`src/rtl/imem_loader_pkg.sv`:
```
// Shared types and constants for the instruction-memory loader.
// The header length and word size also set the minimum load time of an image.
package imem_loader_pkg;

    typedef enum logic [2:0] {
        HDR0,
        HDR1,
        DATA,
        WR,
        CHK,
        DONE,
        ERR
    } state_e;

    localparam int HDR_BYTES  = 2;
    localparam int WORD_BYTES = 4;

    // Clock edges from the first header byte to the checksum byte, with no source gaps.
    function automatic int minLoadCycles(input int nWords);
        return HDR_BYTES + (WORD_BYTES + 1) * nWords + 1;
    endfunction

endpackage

```
`src/rtl/imem_loader_if.sv`:
```
// Byte-stream handshake, imem write port and status lines of the loader.
// The byte source drives master; the loader is the slave.
interface imem_loader_if;

    logic        byte_valid;
    logic [7:0]  byte_data;
    logic        byte_ready;
    logic        imem_we;
    logic [31:0] imem_waddr;
    logic [31:0] imem_wdata;
    logic        core_reset;
    logic        done;
    logic        error;

    modport master (
        output byte_valid, byte_data,
        input  byte_ready, imem_we, imem_waddr, imem_wdata, core_reset, done, error
    );

    modport slave (
        input  byte_valid, byte_data,
        output byte_ready, imem_we, imem_waddr, imem_wdata, core_reset, done, error
    );

endinterface

```
`src/rtl/imem_loader_byte_packer.sv`:
```
// Assembles four accepted bytes into a little-endian word, lane 0 first.
// word_o already includes the byte being pushed, so the word is complete on the 4th push.
module imem_loader_byte_packer (
    input  logic        clk,
    input  logic        reset,
    input  logic        clear_i,
    input  logic        push_i,
    input  logic [7:0]  data_i,
    output logic        word_full_o,
    output logic [31:0] word_o
);

    logic [1:0]  lane_q;
    logic [31:0] word_q;
    logic [31:0] word_d;

    always_comb begin
        word_d = word_q;
        if (push_i) begin
            word_d[{lane_q, 3'b000} +: 8] = data_i;
        end
    end

    assign word_o      = word_d;
    assign word_full_o = push_i && (lane_q == 2'd3);

    always_ff @(posedge clk or posedge reset) begin
        if (reset) begin
            lane_q <= '0;
            word_q <= '0;
        end else if (clear_i) begin
            lane_q <= '0;
            word_q <= '0;
        end else if (push_i) begin
            lane_q <= lane_q + 2'd1;
            word_q <= word_d;
        end
    end

endmodule

```
`src/rtl/imem_loader.sv`:
```
// Loads a counted, XOR-checksummed byte image into instruction memory and
// releases the core from reset only once the whole image has verified.
module imem_loader
    import imem_loader_pkg::*;
#(
    parameter int          DEPTH     = 64,
    parameter logic [31:0] BASE_ADDR = 32'h0000_0000
) (
    input  logic         clk,
    input  logic         reset,
    imem_loader_if.slave bus
);

    localparam int WIDX_W = $clog2(DEPTH + 1);

    state_e            state_q, state_d;
    logic              byteReady_q, imemWe_q, coreReset_q, done_q, error_q;
    logic [31:0]       imemWaddr_q, imemWdata_q;
    logic [15:0]       wordCount_q;
    logic [WIDX_W-1:0] wordIdx_q, wordIdxNext;
    logic [7:0]        checksum_q;
    logic              accept, dataPush, packerClear, wordFull;
    logic [31:0]       packedWord;
    logic [15:0]       headerCount;

    assign accept      = bus.byte_valid && byteReady_q;
    assign dataPush    = (state_q == DATA) && accept;
    assign packerClear = (state_q == HDR1) && accept;
    assign headerCount = {bus.byte_data, wordCount_q[7:0]};
    assign wordIdxNext = wordIdx_q + WIDX_W'(1);

    imem_loader_byte_packer u_packer (
        .clk         (clk),
        .reset       (reset),
        .clear_i     (packerClear),
        .push_i      (dataPush),
        .data_i      (bus.byte_data),
        .word_full_o (wordFull),
        .word_o      (packedWord)
    );

    always_comb begin
        state_d = state_q;
        case (state_q)
            HDR0: if (accept) state_d = HDR1;
            HDR1: begin
                if (accept) begin
                    if (headerCount > 16'(DEPTH))    state_d = ERR;
                    else if (headerCount == 16'd0)   state_d = CHK;
                    else                             state_d = DATA;
                end
            end
            DATA: if (wordFull) state_d = WR;
            WR:   state_d = (16'(wordIdxNext) == wordCount_q) ? CHK : DATA;
            CHK:  if (accept) state_d = (bus.byte_data == checksum_q) ? DONE : ERR;
            default: state_d = state_q;
        endcase
    end

    // Outputs are registered from the next state so they line up with the state they describe.
    always_ff @(posedge clk or posedge reset) begin
        if (reset) begin
            state_q     <= HDR0;
            byteReady_q <= 1'b0;
            imemWe_q    <= 1'b0;
            imemWaddr_q <= BASE_ADDR;
            imemWdata_q <= '0;
            coreReset_q <= 1'b1;
            done_q      <= 1'b0;
            error_q     <= 1'b0;
            wordCount_q <= '0;
            wordIdx_q   <= '0;
            checksum_q  <= '0;
        end else begin
            state_q     <= state_d;
            byteReady_q <= (state_d == HDR0) || (state_d == HDR1) ||
                           (state_d == DATA) || (state_d == CHK);
            imemWe_q    <= (state_d == WR);
            coreReset_q <= (state_d != DONE);
            done_q      <= (state_d == DONE);
            error_q     <= (state_d == ERR);
            if ((state_q == HDR0) && accept) begin
                wordCount_q[7:0] <= bus.byte_data;
            end
            if (packerClear) begin
                wordCount_q <= headerCount;
                wordIdx_q   <= '0;
                checksum_q  <= '0;
            end
            if (dataPush) begin
                checksum_q <= checksum_q ^ bus.byte_data;
            end
            if (wordFull) begin
                imemWdata_q <= packedWord;
                imemWaddr_q <= BASE_ADDR + 32'(wordIdx_q) * 32'(WORD_BYTES);
            end
            if (state_q == WR) begin
                wordIdx_q <= wordIdxNext;
            end
        end
    end

    assign bus.byte_ready = byteReady_q;
    assign bus.imem_we    = imemWe_q;
    assign bus.imem_waddr = imemWaddr_q;
    assign bus.imem_wdata = imemWdata_q;
    assign bus.core_reset = coreReset_q;
    assign bus.done       = done_q;
    assign bus.error      = error_q;

endmodule

```
`src/flat_wrapper.sv`:
```
// flat-port wrapper written by rule: the top's interface ports become plain ports
module imem_loader_flat import imem_loader_pkg::*;
#(
    parameter int          DEPTH     = 64,
    parameter logic [31:0] BASE_ADDR = 32'h0000_0000
)
  (clk, reset, bus_byte_valid, bus_byte_data, bus_byte_ready, bus_imem_we, bus_imem_waddr, bus_imem_wdata, bus_core_reset, bus_done, bus_error);
  imem_loader_if bus_i ();
  input  logic clk;
  input  logic reset;
  input wire logic [$bits(bus_i.byte_valid)-1:0] bus_byte_valid;
  input wire logic [$bits(bus_i.byte_data)-1:0] bus_byte_data;
  output wire logic [$bits(bus_i.byte_ready)-1:0] bus_byte_ready;
  output wire logic [$bits(bus_i.imem_we)-1:0] bus_imem_we;
  output wire logic [$bits(bus_i.imem_waddr)-1:0] bus_imem_waddr;
  output wire logic [$bits(bus_i.imem_wdata)-1:0] bus_imem_wdata;
  output wire logic [$bits(bus_i.core_reset)-1:0] bus_core_reset;
  output wire logic [$bits(bus_i.done)-1:0] bus_done;
  output wire logic [$bits(bus_i.error)-1:0] bus_error;
  assign bus_i.byte_valid = bus_byte_valid;
  assign bus_i.byte_data = bus_byte_data;
  assign bus_byte_ready = bus_i.byte_ready;
  assign bus_imem_we = bus_i.imem_we;
  assign bus_imem_waddr = bus_i.imem_waddr;
  assign bus_imem_wdata = bus_i.imem_wdata;
  assign bus_core_reset = bus_i.core_reset;
  assign bus_done = bus_i.done;
  assign bus_error = bus_i.error;
  imem_loader #(.DEPTH(DEPTH), .BASE_ADDR(BASE_ADDR)) u_core (.clk(clk), .reset(reset), .bus(bus_i));
endmodule
```
`config.mk`:
```
export PLATFORM = sky130hd
export DESIGN_NAME = imem_loader_flat
export DESIGN_NICKNAME = d
export VERILOG_FILES = /design/src/rtl/imem_loader_pkg.sv /design/src/rtl/imem_loader_if.sv /design/src/rtl/imem_loader_byte_packer.sv /design/src/rtl/imem_loader.sv /design/src/flat_wrapper.sv
export SDC_FILE = /design/constraint.sdc
export NUM_CORES = 1
export LEC_CHECK = 0
export BUFFER_PORTS_ARGS = -buffer_cell sky130_fd_sc_hd__buf_2
export CAP_MARGIN = 20
export CORE_MARGIN = 8
export CORE_UTILIZATION = 56
export DETAILED_ROUTE_END_ITERATION = 8
export PLACE_DENSITY = 0.79
export SYNTH_ARGS = -nofsm -noshare
export SYNTH_HDL_FRONTEND = slang
export SYNTH_SLANG_ARGS = --single-unit
```
`constraint.sdc`:
```
create_clock -name clk -period 4.4 [get_ports clk]
set_input_delay 0.44 -clock clk [delete_from_list [all_inputs] [get_ports clk]]
set_output_delay 0.44 -clock clk [all_outputs]
set_load 0.02 [all_outputs]
```
# Yosys cells after proc, flatten, opt, wreduce, memory -nomap -nowiden
# Index checks and enable logic that the tools add are counted.
# word_totals
out_inout_bits	69
inputBits	11
regBits	112
word_cells	69
# op_classes
mux	19
add_sub_neg	3
shift	2
bitwise_logic	2
magnitude_cmp	1
eq_ne	14
reduce_logical	14
# op_table
cell	count
$mux W32	3
$bwmux W32	1
$shift A8 B7 Y32 const A	1
$shiftx A8 B7 Y32	1
$mux W3	7
$eq A7 B16 Y1	1
$gt A16 B7 Y1 const B	1
$logic_not A16 Y1	1
$mux W8	2
$pmux W3 S5	1
$mux W7	2
$eq A3 B2 Y1 const B	4
$eq A3 B3 Y1 const B	4
$eq A8 B8 Y1	1
$xor A8 B8 Y8	1
$add A7 B1 Y7 const B	1
$neg A5 Y7	1
$eq A3 B1 Y1 const B	2
$logic_not A3 Y1	2
$mux W2	3
$logic_and A1 B1 Y1	5
$reduce_bool A2 Y1	2
$logic_or A1 B1 Y1	3
$ne A3 B3 Y1 const B	1
4 further kinds	4

# Logic depth before layout (Yosys ltp)
# Gate-level depths: netlist (run 1).
# depth
word_depth	9
mapped_depth	8
depth_no_buf	7

# Modules after synthesis
# From an unflattened synthesis (run 1), not the netlist that was laid out.
# hier_totals
hier_cells	507
area_unflattened_um2	5790.6
# by_module_without_submodules
mod	seq_area_each_um2	instances	cells_per_inst	area_per_inst_um2
imem_loader	1953.1	1	307	3637.2
imem_loader_byte_packer	850.8	1	200	2153.3

# Worst setup path after synthesis (run 1)
# Ideal clock, no wire load.
# synth_timing
kind	reg-to-reg
from	register u_core.wordIdx_q[0]
to	register u_core.done_q (netlist: u_core.bus.done)
n_path_buf	0
path_stages_with_launch	8
arrival_time_ns	2.023
setup_time_ns	0.068
path_slack_ns	2.309
required_ns	4.332
period_less_slack_ns	2.091
path_cell_list	dfrtp_1 -> ha_1 -> and3_1 -> a31oi_1 -> o22ai_1 -> or4_1 -> o21ai_2 -> and3b_1
# synth_via
elab_chain_cells	5
# synth_lines
item	line_no	source
start: declaration	imem_loader.sv:20	logic [WIDX_W-1:0] wordIdx_q, wordIdxNext;
start signal: assignment	imem_loader.sv:98	wordIdx_q <= wordIdxNext;
$add A7 B1 Y7	imem_loader.sv:30	assign wordIdxNext = wordIdx_q + WIDX_W'(1);
$eq A7 B16 Y1	imem_loader.sv:54	WR: state_d = (16'(wordIdxNext) == wordCount_q) ? CHK : DATA;
$mux W3	imem_loader.sv:54	
$pmux W3 S5	imem_loader.sv:44	case (state_q)
named net u_core.state_d[2]	imem_loader.sv:16	state_e state_q, state_d;
$eq A3 B3 Y1	imem_loader.sv:80	done_q <= (state_d == DONE);
end signal: assignment	imem_loader.sv:80	
end: declaration	imem_loader.sv:17	logic byteReady_q, imemWe_q, coreReset_q, done_q, error_q;
# The timed path passes the listed nets, and every way through them passes these cells.
# A chain may end at the register's enable or synchronous reset.

# Worst setup path in the final report (run 1)
# layout_timing
from	register u_core.u_packer.lane_q[0]
to	register u_core.u_packer.word_q[19]
# layout_via
elab_chain_cells	6
word_cells_on_any_way	7
classes_between	1 x add/sub; 2 x shift; 4 x mux
# layout_lines
item	line_no	source
start: declaration	imem_loader_byte_packer.sv:13	logic [1:0] lane_q;
start signal: assignment	imem_loader_byte_packer.sv:35	lane_q <= lane_q + 2'd1;
$neg A5 Y7 *	imem_loader_byte_packer.sv:20	word_d[{lane_q, 3'b000} +: 8] = data_i;
$shiftx A8 B7 Y32 or $shift A8 B7 Y32 (tied branches)	imem_loader_byte_packer.sv:20	
$bwmux W32 *	imem_loader_byte_packer.sv:20	
$mux W32 *	imem_loader_byte_packer.sv:19	if (push_i) begin
$mux W32 *	imem_loader_byte_packer.sv:34	end else if (push_i) begin
$mux W32 *	imem_loader_byte_packer.sv:31	end else if (clear_i) begin
end signal: assignment	imem_loader_byte_packer.sv:36	word_q <= word_d;
end: declaration	imem_loader_byte_packer.sv:14	logic [31:0] word_q;
# Mark *: on every way between the ends. The rest lies on a longest branch, timed or not. The select of a mux whose other input is x is not followed.

==> metrics.csv, run 1 <==
metric;value;unit
layout cells sized above 1;19.9;%
root buffer cell;clkbuf_8;
min Tclk post-route;2470;ps
leading area contributor after synthesis;dfrtp_1;
Hold WS;217;ps
antenna violations before repair;0;
fin nets;520;
slew of the pin with the lowest slew margin;961;ps
Power, Total;1790;uW
register bit total from synthesis;104;
clk sinks;104;
R2R Setup Slk;1930;ps
share of the synthesized area in the top cell type;52.6;%
Post-synth EDFFs;0;
CP endpoint kind;register;
RR Startpoint;u_core.u_packer.lane_q[0]$_DFFE_PP0P_;
WS Path Type;reg -> reg;
met3 usage;4.81;%
DP Worst Slack;1920;ps
Primary FF master, synth;dfrtp_1;
CTS resizes;0;
Detailed Place HPWL;7580;microns
global-route wire length before repair;17900;microns
depth of the most critical reg-to-reg path;5;
area of the core;8590;sq um
port bufs;54;
initial core utilization;57.0;%
fin worst setup slack;1930;ps
min-delay worst type;in -> async;
Diodes inserted;0;
syn avg cell area;10.6;sq um
startpoint type of the worst setup path;register;
CTS tree;built;
most frequent cell after synthesis;dfrtp_1;
fmax;405;MHz
PwrDens;333;nW/um^2
Final period util;56.2;%
number of buffers created by CTS;9;
DR WL/cell;18.0;microns
largest net degree at the start of global routing;72;
antenna-violating nets left;0;
critical path data required time;4710;ps
RSZ-0062 raised after global routing;false;
top post-synthesis cells by area;dfrtp_1 53%, a22o_1 5.9%, mux2_2 5.3%;
Post-Syn Area;4900;sq um
Die Height;110;microns
Via density;5.93;
Routed WL;11100;microns
Netlist cell types;47;
P&R area growth vs syn;9.60;%
DRT iter0 DRCs;208;
worst vdd ir;161;uV
Synth top cells by count;103 x dfrtp_1, 49 x nand2_1, 49 x o21ai_0, 33 x a22o_1, 25 x buf_4;
Total GRT Usage;18.9;%
drt pass-1 iters;6;
Top Usage Layer GRT;met2;
GP Congestion;0.827;
clock transition at the registers of the reported paths;90;ps
register area share after synthesis;53.2;%
CTS Buffer Depth;2;
Mapped Cells;464;
Worst-Skew Late Latency;370;ps
post-route setup TNS;0;ps
Final Setup Violations;0;
grt met1 use;25.4;%
Cell Rows;34;
total congestion overflow;0;
CTS H-tree lvls;3;
postcts setup bufs;0;
Ys Warns;0;
skew final;7.19;ps
Die ar.;12000;sq um
vias;3647;
Die X;110;microns
Post-synth ARST share;100;%
Max Cap Viol;0;
met2 usage;29.1;%
vias in the first global route;3578;
DRC viols;0;
P_leak;0.00269;uW
CP max FO;9;
I/O pin count;80;
Fin. Hold Viols;0;
status;complete, no violations;
# hold bufs at CTS;0;
Max-slew headroom;35.5;%
end of the worst register-to-register path;u_core.u_packer.word_q[19]$_DFFE_PP0P_;
Slew Viols, Final;0;
Arrival @ worst endpoint;2780;ps
worst max path at each step:
stage	to	depth (start not counted)	start
after global placement	u_core.bus.imem_wdata[31]$_DFFE_PP0P_	7	bus_byte_valid
after global routing	u_core.bus.imem_wdata[30]$_DFFE_PP0P_	6	u_core.state_q[2]$_DFF_PP0_
final	u_core.u_packer.word_q[19]$_DFFE_PP0P_	5	u_core.u_packer.lane_q[0]$_DFFE_PP0P_
after CTS	u_core.bus.imem_wdata[30]$_DFFE_PP0P_	6	u_core.state_q[2]$_DFF_PP0_
after floorplan	u_core.bus.byte_ready$_DFF_PP0_	1	reset
after detailed placement	u_core.bus.imem_wdata[29]$_DFFE_PP0P_	7	bus_byte_valid
flip-flops by register name, summed over array words and instances, names as in the netlist, 2 cells and up:
| signal | flops |
|---|---|
| u_core.wordIdx_q | 7 |
| u_core.u_packer.word_q | 24 |
| u_core.u_packer.lane_q | 2 |
| u_core.state_q | 3 |
| u_core.bus.imem_waddr | 7 |
| u_core.checksum_q | 8 |
| u_core.bus.imem_wdata | 32 |
| u_core.wordCount_q | 16 |
per-stage QoR:
stage / area (sq um) / utilization (%) / instances
after floorplan: 4990 / - / 488
after global routing: 5370 / 62.5 / 615
after detailed placement: 5110 / 59.5 / 600
after CTS: 5370 / 62.5 / 615
final: 5370 / 62.5 / 615
after global placement: 5110 / 59.5 / 600
cell usage in the layout, fill, tap and decap left out, types with 2 or more instances in the layout:
cell,count
and2_1,5
buf_2,54
a21oi_1,18
o21ai_0,49
and3b_1,2
clkbuf_8,9
nor4_1,3
o22ai_1,3
or4_1,4
bufinv_16,4
ha_1,6
nor2_1,20
a22o_1,33
nor3b_1,4
buf_4,2
xnor2_1,3
conb_1,25
inv_1,6
a22oi_1,11
nand2_1,49
a31oi_1,3
dfrtp_1,103
xor2_1,12
and3_1,17
nor2b_1,3
nand3_1,6
and4_1,2
mux2_2,23
nor3_1,4
o31ai_1,4
a211o_1,2
report_power, final:
| part | internal, uW | total [uW] | switching [uW] |
|---|---|---|---|
| combinational | 11.5 | 76.1 | 64.5 |
| clock | 435 | 753 | 319 |
| sequential | 958 | 961 | 3.28 |
| total | 1400 | 1790 | 387 |
final cells by class:
class	count	area [sq um]
Inverter	8	32.5
Clock buffer	10	128
Fill cell	739	3220
Timing Repair Buffer	56	285
Clock inverter	5	129
Multi-Input combinational cell	324	2060
Sequential cell	104	2600
Tap cell	108	135
worst max-delay path, stage by stage, from the launching register on:
cell	delay, ps
dfrtp_1	470
inv_1	170
ha_1	420
nor3b_1	740
and2_1	420
a22o_1	190
cells by family (layout without fill, tap and decap cells):
family | Yosys count | in the layout | share of synthesized area, %
XOR/XNOR | 15 | 15 | 2.68
adder cells (fa/ha/maj) | 6 | 6 | 1.53
buffers and inverters | 60 | 79 | 6.72
AO/OA/AOI/OAI | 130 | 130 | 17.4
multiplexers | 23 | 23 | 5.29
AND/OR/NAND/NOR | 125 | 125 | 13.2
flip-flops | 104 | 104 | 53.2
other | 1 | 25 | 0.0766
routing by layer:
layer  vias to the layer above  share of wire [%]
met3                        22                8.2
met2                       149                 46
met1                      1791                 44
met4                         0                1.8
met5                         -                  0
li1                       1685                  -
Note: power is estimated with default switching activity, not from simulation.
==> run 2: changes to the inputs <==
--- a/config.mk
+++ b/config.mk
@@ -5,12 +5,13 @@
 export SDC_FILE = /design/constraint.sdc
 export NUM_CORES = 1
 export LEC_CHECK = 0
+export ABC_AREA = 1
 export BUFFER_PORTS_ARGS = -buffer_cell sky130_fd_sc_hd__buf_2
 export CAP_MARGIN = 20
 export CORE_MARGIN = 8
-export CORE_UTILIZATION = 56
+export CORE_UTILIZATION = 51
 export DETAILED_ROUTE_END_ITERATION = 8
-export PLACE_DENSITY = 0.79
+export PLACE_DENSITY = 0.76
 export SYNTH_ARGS = -nofsm -noshare
 export SYNTH_HDL_FRONTEND = slang
 export SYNTH_SLANG_ARGS = --single-unit
==> constraint.sdc (replaced) <==
create_clock -name clk -period 2.1 [get_ports clk]
set_input_delay 0.21 -clock clk [delete_from_list [all_inputs] [get_ports clk]]
set_output_delay 0.21 -clock clk [all_outputs]
set_load 0.02 [all_outputs]
==> run 2 against run 1 <==
Routed wire length is 4.9% higher. Combinational power rose by 76%. Clock skew increased by 14 ps. Worst hold slack worse by 6.3 ps. Die area up 10%. Count of clock-buffer cells in the layout rose by 2. Sequential share of layout area decreased by 1.9 points. Design area up 4.1%.
==> metrics.csv, run 2 <==
metric;value;unit;change
Synth top cells by count;192 x nand2_1, 103 x dfrtp_1, 61 x nor2_1, 57 x inv_1, 47 x o21ai_0;;was 103 x dfrtp_1, 49 x nand2_1, 49 x o21ai_0, 33 x a22o_1, 25 x buf_4
vias;4121;;was 3647
top post-synthesis cells by area;dfrtp_1 52%, nand2_1 14%, o21ai_0 4.7%;;was dfrtp_1 53%, a22o_1 5.9%, mux2_2 5.3%
Die X;115;microns;was 110 microns
Ys Warns;0;;unchanged
skew final;21.0;ps;was 7.19 ps
P&R area growth vs syn;11.9;%;was 9.60%
area post-placement;5350;sq um;was 5110 sq um
WS Path Type;reg -> reg;;unchanged
antenna-violating nets left;0;;unchanged
Final Setup Violations;0;;unchanged
CP max stage cell;dfrtp_2;;was nor3b_1
largest net degree at the start of global routing;105;;was 72
Max Cap Viol;0;;unchanged
drt pass-1 iters;4;;was 6
clock transition at the registers of the reported paths;90;ps;about the same
dpl cells;802;;was 600
Diodes inserted;0;;unchanged
Worst-Skew Late Latency;380;ps;was 370 ps
root buffer cell;clkbuf_8;;unchanged
Detailed Place HPWL;8460;microns;was 7580 microns
CP endpoint kind;register;;unchanged
commonest non-fill, non-tap cell in the layout;nand2_1;;was dfrtp_1
CTS Buffer Depth;2;;unchanged
Primary FF master, synth;dfrtp_1;;unchanged
DP Worst Slack;144;ps;was 1920 ps
Max-slew headroom;61.8;%;was 35.5%
post-route setup TNS;0;ps;unchanged
startpoint type of the worst setup path;register;;unchanged
syn avg cell area;7.99;sq um;was 10.6 sq um
status;complete, no violations;;unchanged
Netlist cell types;30;;was 47
total congestion overflow;0;;unchanged
area occupied by multi-input gates;1970;sq um;was 2060 sq um
# fillers;911;;was 739
worst vdd ir;450;uV;was 161 uV
area of the core;9640;sq um;was 8590 sq um
Slew Viols, Final;0;;unchanged
share of the synthesized area in the top cell type;51.6;%;was 52.6%
leading area contributor after synthesis;dfrtp_1;;unchanged
register bit total from synthesis;104;;unchanged
Fin. Hold Viols;0;;unchanged
max FFs per register;32;;unchanged
port bufs;54;;unchanged
DR WL/cell;14.2;microns;was 18.0 microns
GP Congestion;0.833;;was 0.827
Arrival @ worst endpoint;2200;ps;was 2780 ps
Mapped Cells;625;;was 464
fin worst setup slack;205;ps;was 1930 ps
number of buffers created by CTS;9;;unchanged
Post-Syn Area;4990;sq um;was 4900 sq um
Reg area;2610;sq um;was 2600 sq um
Via density;5.03;;was 5.93
antenna violations before repair;0;;unchanged
critical path data required time;2400;ps;was 4710 ps
layout cells sized above 1;15.3;%;was 19.9%
post-route cell area;5590;sq um;was 5370 sq um
CP max FO;5;;was 9
fin cells;819;;was 615
register area share after synthesis;52.1;%;was 53.2%
Post-synth EDFFs;0;;unchanged
slew of the pin with the lowest slew margin;573;ps;was 961 ps
Die Height;115;microns;was 110 microns
CP bufs+invs;2;;was 1
I/O pin count;80;;unchanged
delay-heaviest family, CP;simple AND/OR/NAND/NOR gates;;unchanged
clk sinks;104;;unchanged
worst stage delay on the critical path;440;ps;was 740 ps
most frequent cell after synthesis;nand2_1;;was dfrtp_1
P_leak;0.00304;uW;was 0.00269 uW
Final period util;90.2;%;was 56.2%
Top cell by count, worst path;nand2_1;;
CTS tree;built;;unchanged
DRT iter0 DRCs;267;;was 208
cells along the critical path;ha_1 -> inv_1 -> nand2_1 -> and2_1 -> nand4_1 -> nor3_1 -> nand4_1 -> nand2_1 -> nand2_1 -> nor2_2 -> inv_2;;was inv_1 -> ha_1 -> nor3b_1 -> and2_1 -> a22o_1
RSZ-0062 raised after global routing;false;;unchanged
fin nets;700;;was 520
min-delay worst type;in -> reg;;was in -> async
fmax;528;MHz;was 405 MHz
Post-synth ARST share;100;%;unchanged
PwrDens;613;nW/um^2;was 333 nW/um^2
min Tclk post-route;1900;ps;was 2470 ps
Die ar.;13200;sq um;was 12000 sq um
Routed WL;11600;microns;was 11100 microns
vias in the first global route;4055;;was 3578
global-route wire length before repair;19200;microns;was 17900 microns
Cell Rows;36;;was 34
Total GRT Usage;18.3;%;was 18.9%
CTS H-tree lvls;3;;unchanged
commonest non-fill, non-tap cells in the layout;192 x nand2_1, 101 x dfrtp_1, 59 x nor2_1;;was 103 x dfrtp_1, 54 x buf_2, 49 x nand2_1, 49 x o21ai_0, 33 x a22o_1
DRC viols;0;;unchanged
initial core utilization;51.8;%;was 57.0%
-- run 2: cell count changes after synthesis, moves of 8 or more --
cell | previous run | this run
mux2_2 | 23 | 0
xor2_1 | 12 | 2
clkbuf_1 | 18 | 10
inv_1 | 7 | 57
nor3_1 | 4 | 14
nand4_1 | 1 | 13
a22o_1 | 33 | 2
a21oi_1 | 18 | 4
a22oi_1 | 11 | 0
nand2_1 | 49 | 192
nor2_1 | 20 | 61
o22ai_1 | 3 | 11
o21ai_1 | 1 | 32
and3_1 | 17 | 1
-- run 2: final timing paths --
check,slack (ps),cells past startpoint,start,endpoint
max,200,11,u_core.wordIdx_q[0]$_DFFE_PP0P_,u_core.bus.core_reset$_DFF_PP1_
min,210,3,bus_byte_data[1],u_core.wordCount_q[9]$_DFFE_PP0P_
max reg2reg,200,11,u_core.wordIdx_q[0]$_DFFE_PP0P_,u_core.bus.core_reset$_DFF_PP1_
min reg2reg,480,2,u_core.bus.imem_waddr[6]$_DFFE_PP0P_,u_core.bus.imem_waddr[6]$_DFFE_PP0P_
max in group asynchronous,1120,4,reset,u_core.bus.imem_wdata[7]$_DFFE_PP0P_
min in group asynchronous,510,4,reset,u_core.u_packer.word_q[5]$_DFFE_PP0P_
-- run 2: report_power, final --
group	switching [uW]	leakage [uW]	internal, uW
sequential	0	0.00136	2000
combinational	115	0.00157	19.0
clock	655	0.000105	639
-- run 2: metal layers --
metal	part of all wire, %	global-route usage [%]	vias to the layer above	routed length [microns]
met4	2.6	7.97	0	297
met3	5.7	4.25	28	665
li1	-	-	2037	-
met5	0	0	-	0
met1	43	22.0	1941	4980
met2	49	30.8	115	5670
-- run 2: worst reg2reg max path: cells and delay by family, from the launching register on --
family | cells | cell delay (ps)
simple gates | 8 | 1000
buf+inv | 2 | 90
flops | 1 | 440
fa+ha+maj | 1 | 310
-- run 2: timing repair --
action,CTS,global route
gates resized for setup,0,5
setup buffers,0,2
endpoints found under the setup margin,0,30
hold buffers,1,0
hold endpoints to repair,3,0
-- run 2: metrics by stage --
| stage | util [%] | power, uW | hold WS [ps] |
|---|---|---|---|
| floorplan | - | 2160 | 378 |
| finish | 58.0 | 3430 | 211 |
| detailed placement | 55.5 | 2170 | 415 |
| CTS | 57.7 | 3470 | 200 |
| global placement | 55.5 | 2170 | 406 |
| global route | 58.0 | 3530 | 205 |
-- run 2: area by class of cell --
cell class,instances,share of cell area (%)
Timing Repair Buffer,66,6.94
Clock buffer,12,2.96
Inverter,66,4.50
Sequential cell,104,46.6
Tap cell,133,2.98
Multi-Input combinational cell,436,35.3
Clock inverter,2,0.694
-- run 2: cells by family (layout without fill, tap and decap cells) --
family	count (synthesis)	count (layout)	synth area share, %
buffers and inverters	109	146	10.3
other	1	25	0.0751
AOI/OAI and AO/OA	96	96	10.0
DFF	104	104	52.1
xor gates and xnor gates	2	2	0.351
and+or+nand+nor	307	307	25.6
adders and majority gates	6	6	1.50
